<file path="config.mk">
export PLATFORM = sky130hd
export DESIGN_NAME = effect_param_sequencer_flat
export DESIGN_NICKNAME = d
export VERILOG_FILES = /design/src/rtl/effect_param_sequencer_if.sv /design/src/rtl/effect_param_sequencer.sv /design/src/flat_wrapper.sv
export SDC_FILE = /design/constraint.sdc
export NUM_CORES = 1
export LEC_CHECK = 0
export BUFFER_PORTS_ARGS = -buffer_cell sky130_fd_sc_hd__buf_4
export CAP_MARGIN = 10
export CORE_MARGIN = 2
export CORE_UTILIZATION = 65
export CTS_CLUSTER_DIAMETER = 30
export CTS_CLUSTER_SIZE = 30
export DETAILED_ROUTE_END_ITERATION = 7
export HOLD_SLACK_MARGIN = 0.05
export PLACE_DENSITY = 0.84
export SLEW_MARGIN = 5
export SYNTH_ARGS = -nofsm -noshare
export SYNTH_HDL_FRONTEND = slang
export SYNTH_HIERARCHICAL = 1
export SYNTH_SLANG_ARGS = --single-unit
</file>
<file path="constraint.sdc">
create_clock -name CLK -period 7.02 [get_ports CLK]
set_clock_uncertainty 0.2 [all_clocks]
set_input_delay 2.106 -clock CLK [delete_from_list [all_inputs] [get_ports CLK]]
set_output_delay 2.106 -clock CLK [all_outputs]
set_load 0.05 [all_outputs]
</file>
<file path="src/rtl/effect_param_sequencer_if.sv">
// Front-panel key / effect-parameter bundle.
// master: drives raw keys and the sample tick (board side).
// slave: the sequencer, which returns the committed effect parameters.
interface effect_param_sequencer_if;
  logic               key_mode;
  logic               key_up;
  logic               key_down;
  logic               key_default;
  logic               sample_tick;
  logic signed [15:0] gainNum;
  logic signed [15:0] gainDen;
  logic        [11:0] echoDelay;
  logic        [3:0]  volume;
  logic        [1:0]  effect_sel;
  logic               param_update;

  modport master (
    output key_mode, key_up, key_down, key_default, sample_tick,
    input  gainNum, gainDen, echoDelay, volume, effect_sel, param_update
  );

  modport slave (
    input  key_mode, key_up, key_down, key_default, sample_tick,
    output gainNum, gainDen, echoDelay, volume, effect_sel, param_update
  );
endinterface

</file>
<file path="src/rtl/effect_param_sequencer.sv">
// Effect parameter sequencer: debounces four active-low keys, edits shadow
// copies of the distortion/echo/volume parameters and commits them to the
// datapath only on a sample_tick, so no stage sees a mid-sample change.
// Optional feature macro: AUTO_REPEAT_EN (held up/down keys auto-repeat).

// Per-key 2-flop synchroniser plus stable-level debounce counter.
module effect_param_debounce #(
  parameter int DEBOUNCE_CYCLES = 500000
) (
  input  logic CLK,
  input  logic RST_N,
  input  logic key_n,
  output logic stable
);
  localparam int            CW   = $clog2(DEBOUNCE_CYCLES + 1);
  localparam logic [CW-1:0] LAST = CW'(DEBOUNCE_CYCLES - 1);

  logic [1:0]    sync;
  logic [CW-1:0] cnt;

  // Accept a new level only after it has differed from the stable level for DEBOUNCE_CYCLES cycles
  always_ff @(posedge CLK or negedge RST_N) begin
    if (!RST_N) begin
      sync   <= 2'b11;
      stable <= 1'b1;
      cnt    <= '0;
    end else begin
      sync <= {sync[0], key_n};
      if (sync[1] == stable) begin
        cnt <= '0;
      end else if (cnt == LAST) begin
        stable <= sync[1];
        cnt    <= '0;
      end else begin
        cnt <= cnt + 1'b1;
      end
    end
  end
endmodule

module effect_param_sequencer #(
  parameter int DEBOUNCE_CYCLES = 500000,
  parameter int GAIN_MIN        = 1,
  parameter int GAIN_MAX        = 50,
  parameter int DELAY_STEP      = 256,
  parameter int DELAY_MAX       = 3840,
  parameter int VOL_MAX         = 15,
  parameter int REPEAT_DELAY    = 25000000,
  parameter int REPEAT_RATE     = 5000000
) (
  input logic                     CLK,
  input logic                     RST_N,
  effect_param_sequencer_if.slave bus
);
  localparam int NUM_KEYS = 4;  // bit order: {default, mode, down, up}
  localparam logic signed [15:0] G_MIN   = 16'(GAIN_MIN);
  localparam logic signed [15:0] G_MAX   = 16'(GAIN_MAX);
  localparam logic signed [15:0] G_RST   = 16'sd1;
  localparam logic [11:0]        D_STEP  = 12'(DELAY_STEP);
  localparam logic [11:0]        D_MAX   = 12'(DELAY_MAX);
  localparam logic [11:0]        D_RST   = 12'd1024;
  localparam logic [3:0]         V_MAX   = 4'(VOL_MAX);
  localparam logic [3:0]         V_RST   = 4'd8;

  typedef enum logic {IDLE, PENDING} state_t;

  logic [NUM_KEYS-1:0] key_raw, lvl, lvl_d, press;
  logic                ev_def, ev_mode;
  logic [1:0]          step;  // {down, up}

  assign key_raw = {bus.key_default, bus.key_mode, bus.key_down, bus.key_up};

  genvar g;
  for (g = 0; g < NUM_KEYS; g++) begin : g_key
    effect_param_debounce #(.DEBOUNCE_CYCLES(DEBOUNCE_CYCLES)) u_db (
      .CLK    (CLK),
      .RST_N  (RST_N),
      .key_n  (key_raw[g]),
      .stable (lvl[g])
    );
  end

  // Previous stable levels, for 1->0 press detection
  always_ff @(posedge CLK or negedge RST_N) begin
    if (!RST_N) lvl_d <= '1;
    else        lvl_d <= lvl;
  end

  assign press   = lvl_d & ~lvl;
  assign ev_def  = press[3];
  assign ev_mode = press[2];

`ifdef AUTO_REPEAT_EN
  localparam int            RW        = $clog2(REPEAT_DELAY + REPEAT_RATE + 1);
  localparam logic [RW-1:0] RPT_FIRST = RW'(REPEAT_DELAY);
  localparam logic [RW-1:0] RPT_NEXT  = RW'(REPEAT_RATE - 1);

  logic [1:0][RW-1:0] rpt_cnt;
  logic [1:0]         rpt_first, rpt;

  for (g = 0; g < 2; g++) begin : g_rpt
    assign rpt[g] = !lvl[g] && !(ev_def || ev_mode) &&
                    (rpt_cnt[g] == (rpt_first[g] ? RPT_FIRST : RPT_NEXT));
  end

  // Time how long up/down has been held; restart on release or a higher-priority event
  always_ff @(posedge CLK or negedge RST_N) begin
    if (!RST_N) begin
      rpt_cnt   <= '0;
      rpt_first <= 2'b11;
    end else begin
      for (int i = 0; i < 2; i++) begin
        if (lvl[i] || ev_def || ev_mode) begin
          rpt_cnt[i]   <= '0;
          rpt_first[i] <= 1'b1;
        end else if (rpt[i]) begin
          rpt_cnt[i]   <= '0;
          rpt_first[i] <= 1'b0;
        end else begin
          rpt_cnt[i] <= rpt_cnt[i] + 1'b1;
        end
      end
    end
  end

  assign step = press[1:0] | rpt;
`else
  assign step = press[1:0];
`endif

  state_t             state;
  logic signed [15:0] sh_gain, sh_gain_n, gain_q;
  logic [11:0]        sh_echo, sh_echo_n, echo_q;
  logic [3:0]         sh_vol, sh_vol_n, vol_q;
  logic [1:0]         sel, sel_n;
  logic               mod, upd;

  // Apply this cycle's highest-priority event to the shadows; mod flags a shadow edit
  always_comb begin
    sh_gain_n = sh_gain;
    sh_echo_n = sh_echo;
    sh_vol_n  = sh_vol;
    sel_n     = sel;
    mod       = 1'b0;
    if (ev_def) begin
      sh_gain_n = G_RST;
      sh_echo_n = D_RST;
      sh_vol_n  = V_RST;
      mod       = 1'b1;
    end else if (ev_mode) begin
      sel_n = sel + 2'd1;
    end else if (step == 2'b01 || step == 2'b10) begin
      case (sel)
        2'd0: begin
          mod = 1'b1;
          if (step[0]) sh_gain_n = (sh_gain >= G_MAX) ? G_MAX : sh_gain + 16'sd1;
          else         sh_gain_n = (sh_gain <= G_MIN) ? G_MIN : sh_gain - 16'sd1;
        end
        2'd1: begin
          mod = 1'b1;
          if (step[0]) sh_echo_n = (sh_echo >= D_MAX - D_STEP) ? D_MAX : sh_echo + D_STEP;
          else         sh_echo_n = (sh_echo <= D_STEP + D_STEP) ? D_STEP : sh_echo - D_STEP;
        end
        2'd2: begin
          mod = 1'b1;
          if (step[0]) sh_vol_n = (sh_vol >= V_MAX) ? V_MAX : sh_vol + 4'd1;
          else         sh_vol_n = (sh_vol == 4'd0) ? 4'd0 : sh_vol - 4'd1;
        end
        default: ;  // bypass has no parameter
      endcase
    end
  end

  // Commit FSM: shadows always advance; outputs take the pre-event shadow on a tick in PENDING
  always_ff @(posedge CLK or negedge RST_N) begin
    if (!RST_N) begin
      state   <= IDLE;
      sh_gain <= G_RST;
      sh_echo <= D_RST;
      sh_vol  <= V_RST;
      gain_q  <= G_RST;
      echo_q  <= D_RST;
      vol_q   <= V_RST;
      sel     <= 2'd0;
      upd     <= 1'b0;
    end else begin
      sh_gain <= sh_gain_n;
      sh_echo <= sh_echo_n;
      sh_vol  <= sh_vol_n;
      sel     <= sel_n;
      if (state == PENDING && bus.sample_tick) begin
        gain_q <= sh_gain;
        echo_q <= sh_echo;
        vol_q  <= sh_vol;
        upd    <= 1'b1;
        state  <= mod ? PENDING : IDLE;
      end else begin
        upd <= 1'b0;
        if (mod) state <= PENDING;
      end
    end
  end

  assign bus.gainNum      = gain_q;
  assign bus.gainDen      = 16'sd1;
  assign bus.echoDelay    = echo_q;
  assign bus.volume       = vol_q;
  assign bus.effect_sel   = sel;
  assign bus.param_update = upd;
endmodule
</file>
<file path="src/flat_wrapper.sv">
// flat-port wrapper written by rule: the top's interface ports become plain ports
module effect_param_sequencer_flat 
#(
  parameter int DEBOUNCE_CYCLES = 500000,
  parameter int GAIN_MIN        = 1,
  parameter int GAIN_MAX        = 50,
  parameter int DELAY_STEP      = 256,
  parameter int DELAY_MAX       = 3840,
  parameter int VOL_MAX         = 15,
  parameter int REPEAT_DELAY    = 25000000,
  parameter int REPEAT_RATE     = 5000000
)
  (CLK, RST_N, bus_key_mode, bus_key_up, bus_key_down, bus_key_default, bus_sample_tick, bus_gainNum, bus_gainDen, bus_echoDelay, bus_volume, bus_effect_sel, bus_param_update);
  effect_param_sequencer_if bus_i ();
  input logic CLK;
  input logic RST_N;
  input wire logic [$bits(bus_i.key_mode)-1:0] bus_key_mode;
  input wire logic [$bits(bus_i.key_up)-1:0] bus_key_up;
  input wire logic [$bits(bus_i.key_down)-1:0] bus_key_down;
  input wire logic [$bits(bus_i.key_default)-1:0] bus_key_default;
  input wire logic [$bits(bus_i.sample_tick)-1:0] bus_sample_tick;
  output wire logic [$bits(bus_i.gainNum)-1:0] bus_gainNum;
  output wire logic [$bits(bus_i.gainDen)-1:0] bus_gainDen;
  output wire logic [$bits(bus_i.echoDelay)-1:0] bus_echoDelay;
  output wire logic [$bits(bus_i.volume)-1:0] bus_volume;
  output wire logic [$bits(bus_i.effect_sel)-1:0] bus_effect_sel;
  output wire logic [$bits(bus_i.param_update)-1:0] bus_param_update;
  assign bus_i.key_mode = bus_key_mode;
  assign bus_i.key_up = bus_key_up;
  assign bus_i.key_down = bus_key_down;
  assign bus_i.key_default = bus_key_default;
  assign bus_i.sample_tick = bus_sample_tick;
  assign bus_gainNum = bus_i.gainNum;
  assign bus_gainDen = bus_i.gainDen;
  assign bus_echoDelay = bus_i.echoDelay;
  assign bus_volume = bus_i.volume;
  assign bus_effect_sel = bus_i.effect_sel;
  assign bus_param_update = bus_i.param_update;
  effect_param_sequencer #(.DEBOUNCE_CYCLES(DEBOUNCE_CYCLES), .GAIN_MIN(GAIN_MIN), .GAIN_MAX(GAIN_MAX), .DELAY_STEP(DELAY_STEP), .DELAY_MAX(DELAY_MAX), .VOL_MAX(VOL_MAX), .REPEAT_DELAY(REPEAT_DELAY), .REPEAT_RATE(REPEAT_RATE)) u_core (.CLK(CLK), .RST_N(RST_N), .bus(bus_i));
endmodule
</file>
==> results by group <==
CTS
  • CTS resizes: 0
  • Worst-path clk slew: 60 ps
  • CTS tree: yes
  • Hold buffers post-CTS: 0
  • Post-CTS Repair Setup Buffers: 0
  • CTS Buffer Depth: 2
  • Sink Count: 144
  • CTS H-tree depth: 4
  • Worst-Skew Late Latency: 430 ps
  • Num CTS Buffers: 17
  • Clock Root Buffer: clkbuf_16

Status
  • Outcome: complete, but fails checks
  • Failing checks: design-rule violations

STA
  • Relative slew slack: 25.5%
  • RSZ-0062 raised after global routing: no
  • Final Cycle Share: 49.0%
  • Slew @ Worst Pin: 1120 ps
  • Final Hold Vio Count: 0
  • Final setup fails: 0
  • Max Clock Freq: 290 MHz
  • Crit path time final: 3440 ps
  • Final setup TNS: 0 ps
  • Slew Viols, Final: 0

Setup path
  • Critical path, cell by cell: buf_4
  • Setup crit end kind: output pin
  • Buffers and inverters on the worst path: 1
  • Arrival time at the worst endpoint: 1140 ps
  • Slowest CP cell: dfstp_2
  • CP max FO: 2
  • Flop2flop setup slack: 4110 ps
  • Reg2reg start: u_core/sh_gain[0]$_DFFE_PN1P_
  • Worst r2r dst: u_core/sh_gain[10]$_DFFE_PN0P_
  • Worst reg2reg path depth: 7
  • Critical Path Stages: 1
  • CP Launch Type: flip-flop
  • Critical path type: reg2out
  • CP delay by family, top: flip-flops
  • CP Data Required Time: 4710 ps
  • Critical path's largest stage delay: 530 ps

Logic synthesis
  • Share of the synthesized area in the top cell type: 39.5%
  • Synth warn: 6
  • Mean area per synthesized cell: 10.0 um2
  • Cell with the most instances after synthesis: dfrtp_1
  • Synth Register Bits: 144
  • Commonest cells in the netlist: dfrtp_1 (122), nor2_1 (94), nand2_1 (58)
  • Cell taking the most area after synthesis: dfrtp_1
  • Synth area leaders: dfrtp_1 (40%), dfstp_2 (7.5%), xnor2_1 (5.6%), nor2_1 (4.6%), ha_1 (2.9%)
  • Post-synth EDFFs: 0
  • Netlist cell types: 66
  • Ys flop type: dfrtp_1
  • Ys async rst share: 100%
  • Synth Cell Area: 7720 um2
  • Mapped Cells: 772
  • Sequential area share after synthesis: 47.0%

Layout
  • Non-Filler Instances: 956
  • Number of fill cells: 778
  • Layout cells sized above 1: 16.9%
  • Area Overhead vs Synth: 11.3%
  • Number of diodes: 0
  • Final nets: 825

Power
  • Pwr per Cell Area: 224 nW/um2
  • Total power draw: 1.93 mW
  • P_leak: 3.70 nW
  • VDD IR max: 0.000144 V

Job
  • # Max-Cap Violations: 0

Floorplanning
  • Die width: 113 um
  • Std-Cell Rows: 39
  • Die ar.: 12,800 um2
  • Top-level I/O count: 58
  • Initial Util: 67.0%
  • CORE AREA: 11,500 um2
  • Die Y: 113 um

GRT
  • Largest net degree at the start of global routing: 99
  • Vias in the first global route: 5,720
  • GR Overflow Total: 0
  • First-pass GRT wire length: 27,400 um
  • GRT Total Usage: 26.5%
  • Initial antenna violation count: 0

Min path
  • Hold Crit Start: u_core/g_key[3].u_db/sync[0]$_DFF_PN1_
  • Hold Path Cell Cnt: 0
  • HP Class: reg2reg
  • Hold EP: u_core/g_key[3].u_db/sync[1]$_DFF_PN1_

Routing
  • Routed Wire Length: 16,300 um
  • Via count: 5,925
  • Number of iterations in the first detailed-routing pass: 7
  • Wire length per cell: 17.0 um
  • First DRT Iteration DRCs: 514
  • Via density per instance: 6.20
  • Antenna-violating nets left: 0
  • # DRC: 6

Placed design
  • Port buffer count: 33
  • Dpl hpwl: 10,600 um
  • Gpl congestion: 0.906
  • Dpl cells: 924
registers in the layout, indices dropped and copies added, names as in the netlist:
| name | cells |
|---|---|
| u_core/g_key.u_db/stable | 4 |
| u_core/sh_echo | 4 |
| u_core/state | 1 |
| u_core/bus.echoDelay | 4 |
| u_core/bus.volume | 4 |
| u_core/sh_gain | 16 |
| u_core/bus.param_update | 1 |
| u_core/sh_vol | 4 |
| u_core/lvl_d | 4 |
| u_core/g_key.u_db/cnt | 76 |
| u_core/bus.effect_sel | 2 |
| u_core/g_key.u_db/sync | 8 |
| u_core/bus.gainNum | 16 |
area by class of cell:
cell class              instances  area, um2  area share (%)
clock buffers                  20        447            5.20
inverters                      34        128            1.49
clock inverters                12        213            2.48
well taps                     143        179            2.08
flip-flops and latches        144       3630            42.3
multi-input cells             568       3730            43.4
repair buffers                 35        267            3.10
worst max-delay path by stage:
| stage | start | end |
|---|---|---|
| after detailed placement | bus_sample_tick | u_core/bus.gainNum[8]$_DFFE_PN0P_ |
| after global placement | bus_sample_tick | u_core/bus.gainNum[13]$_DFFE_PN0P_ |
| after CTS | u_core/bus.echoDelay[10]$_DFFE_PN1P_ | bus_echoDelay[10] |
| after floorplan | bus_sample_tick | u_core/bus.echoDelay[11]$_DFFE_PN0P_ |
| after global routing | bus_sample_tick | u_core/bus.gainNum[3]$_DFFE_PN0P_ |
| final | u_core/bus.volume[3]$_DFFE_PN1P_ | bus_volume[3] |
where the power goes:
| part | switching [mW] | leakage, nW | total, mW | internal, mW |
|---|---|---|---|---|
| Clock | 0.339 | 0.324 | 1.01 | 0.672 |
| Sequential | 0.00908 | 1.92 | 0.850 | 0.841 |
| Combinational | 0.0572 | 1.45 | 0.0682 | 0.0110 |
| Total | 0.405 | 3.70 | 1.93 | 1.52 |
metrics by stage:
step	setup WS [ps]	hold slack [ps]	cell area, um2	utilization, %
2_1_floorplan	3700	145	7800	-
3_3_place_gp	3290	147	7930	68.9
3_5_place_dp	3230	148	7930	68.9
4_1_cts	3570	157	8590	74.6
5_1_grt	3530	162	8590	74.6
6_report	3580	156	8590	74.6
cell usage in the layout (no fill, tap or decap), types with 21 or more instances in the layout:
| master | count |
|---|---|
| nor4_1 | 24 |
| conb_1 | 24 |
| nand3_1 | 38 |
| nand2_1 | 58 |
| nor3_1 | 24 |
| o21ai_0 | 37 |
| dfrtp_1 | 122 |
| a21oi_1 | 29 |
| nor2_1 | 94 |
| xnor2_1 | 49 |
| nand4_1 | 21 |
| dfstp_2 | 22 |
| buf_4 | 34 |
| inv_1 | 34 |
logic make-up (layout without fill, tap and decap cells):
group,Yosys count,after routing,share of synthesized area (%)
xor gates and xnor gates,62,62,7.28
adders and majority gates,18,18,2.92
buffers and inverters,82,101,5.74
other,2,24,0.0973
muxes,27,27,3.79
and+or+nand+nor,327,327,23.1
AOI/OAI and AO/OA,110,110,10.0
DFF,144,144,47.0
metal layers:
metal	global-route usage, %	up-vias	share of wire (%)
li1	-	2730	-
met1	35.0	2935	42
met2	43.9	241	51
met3	5.25	19	6.1
met4	9.76	0	1.2
met5	0	-	0
Note: power is estimated with default switching activity, not from simulation.
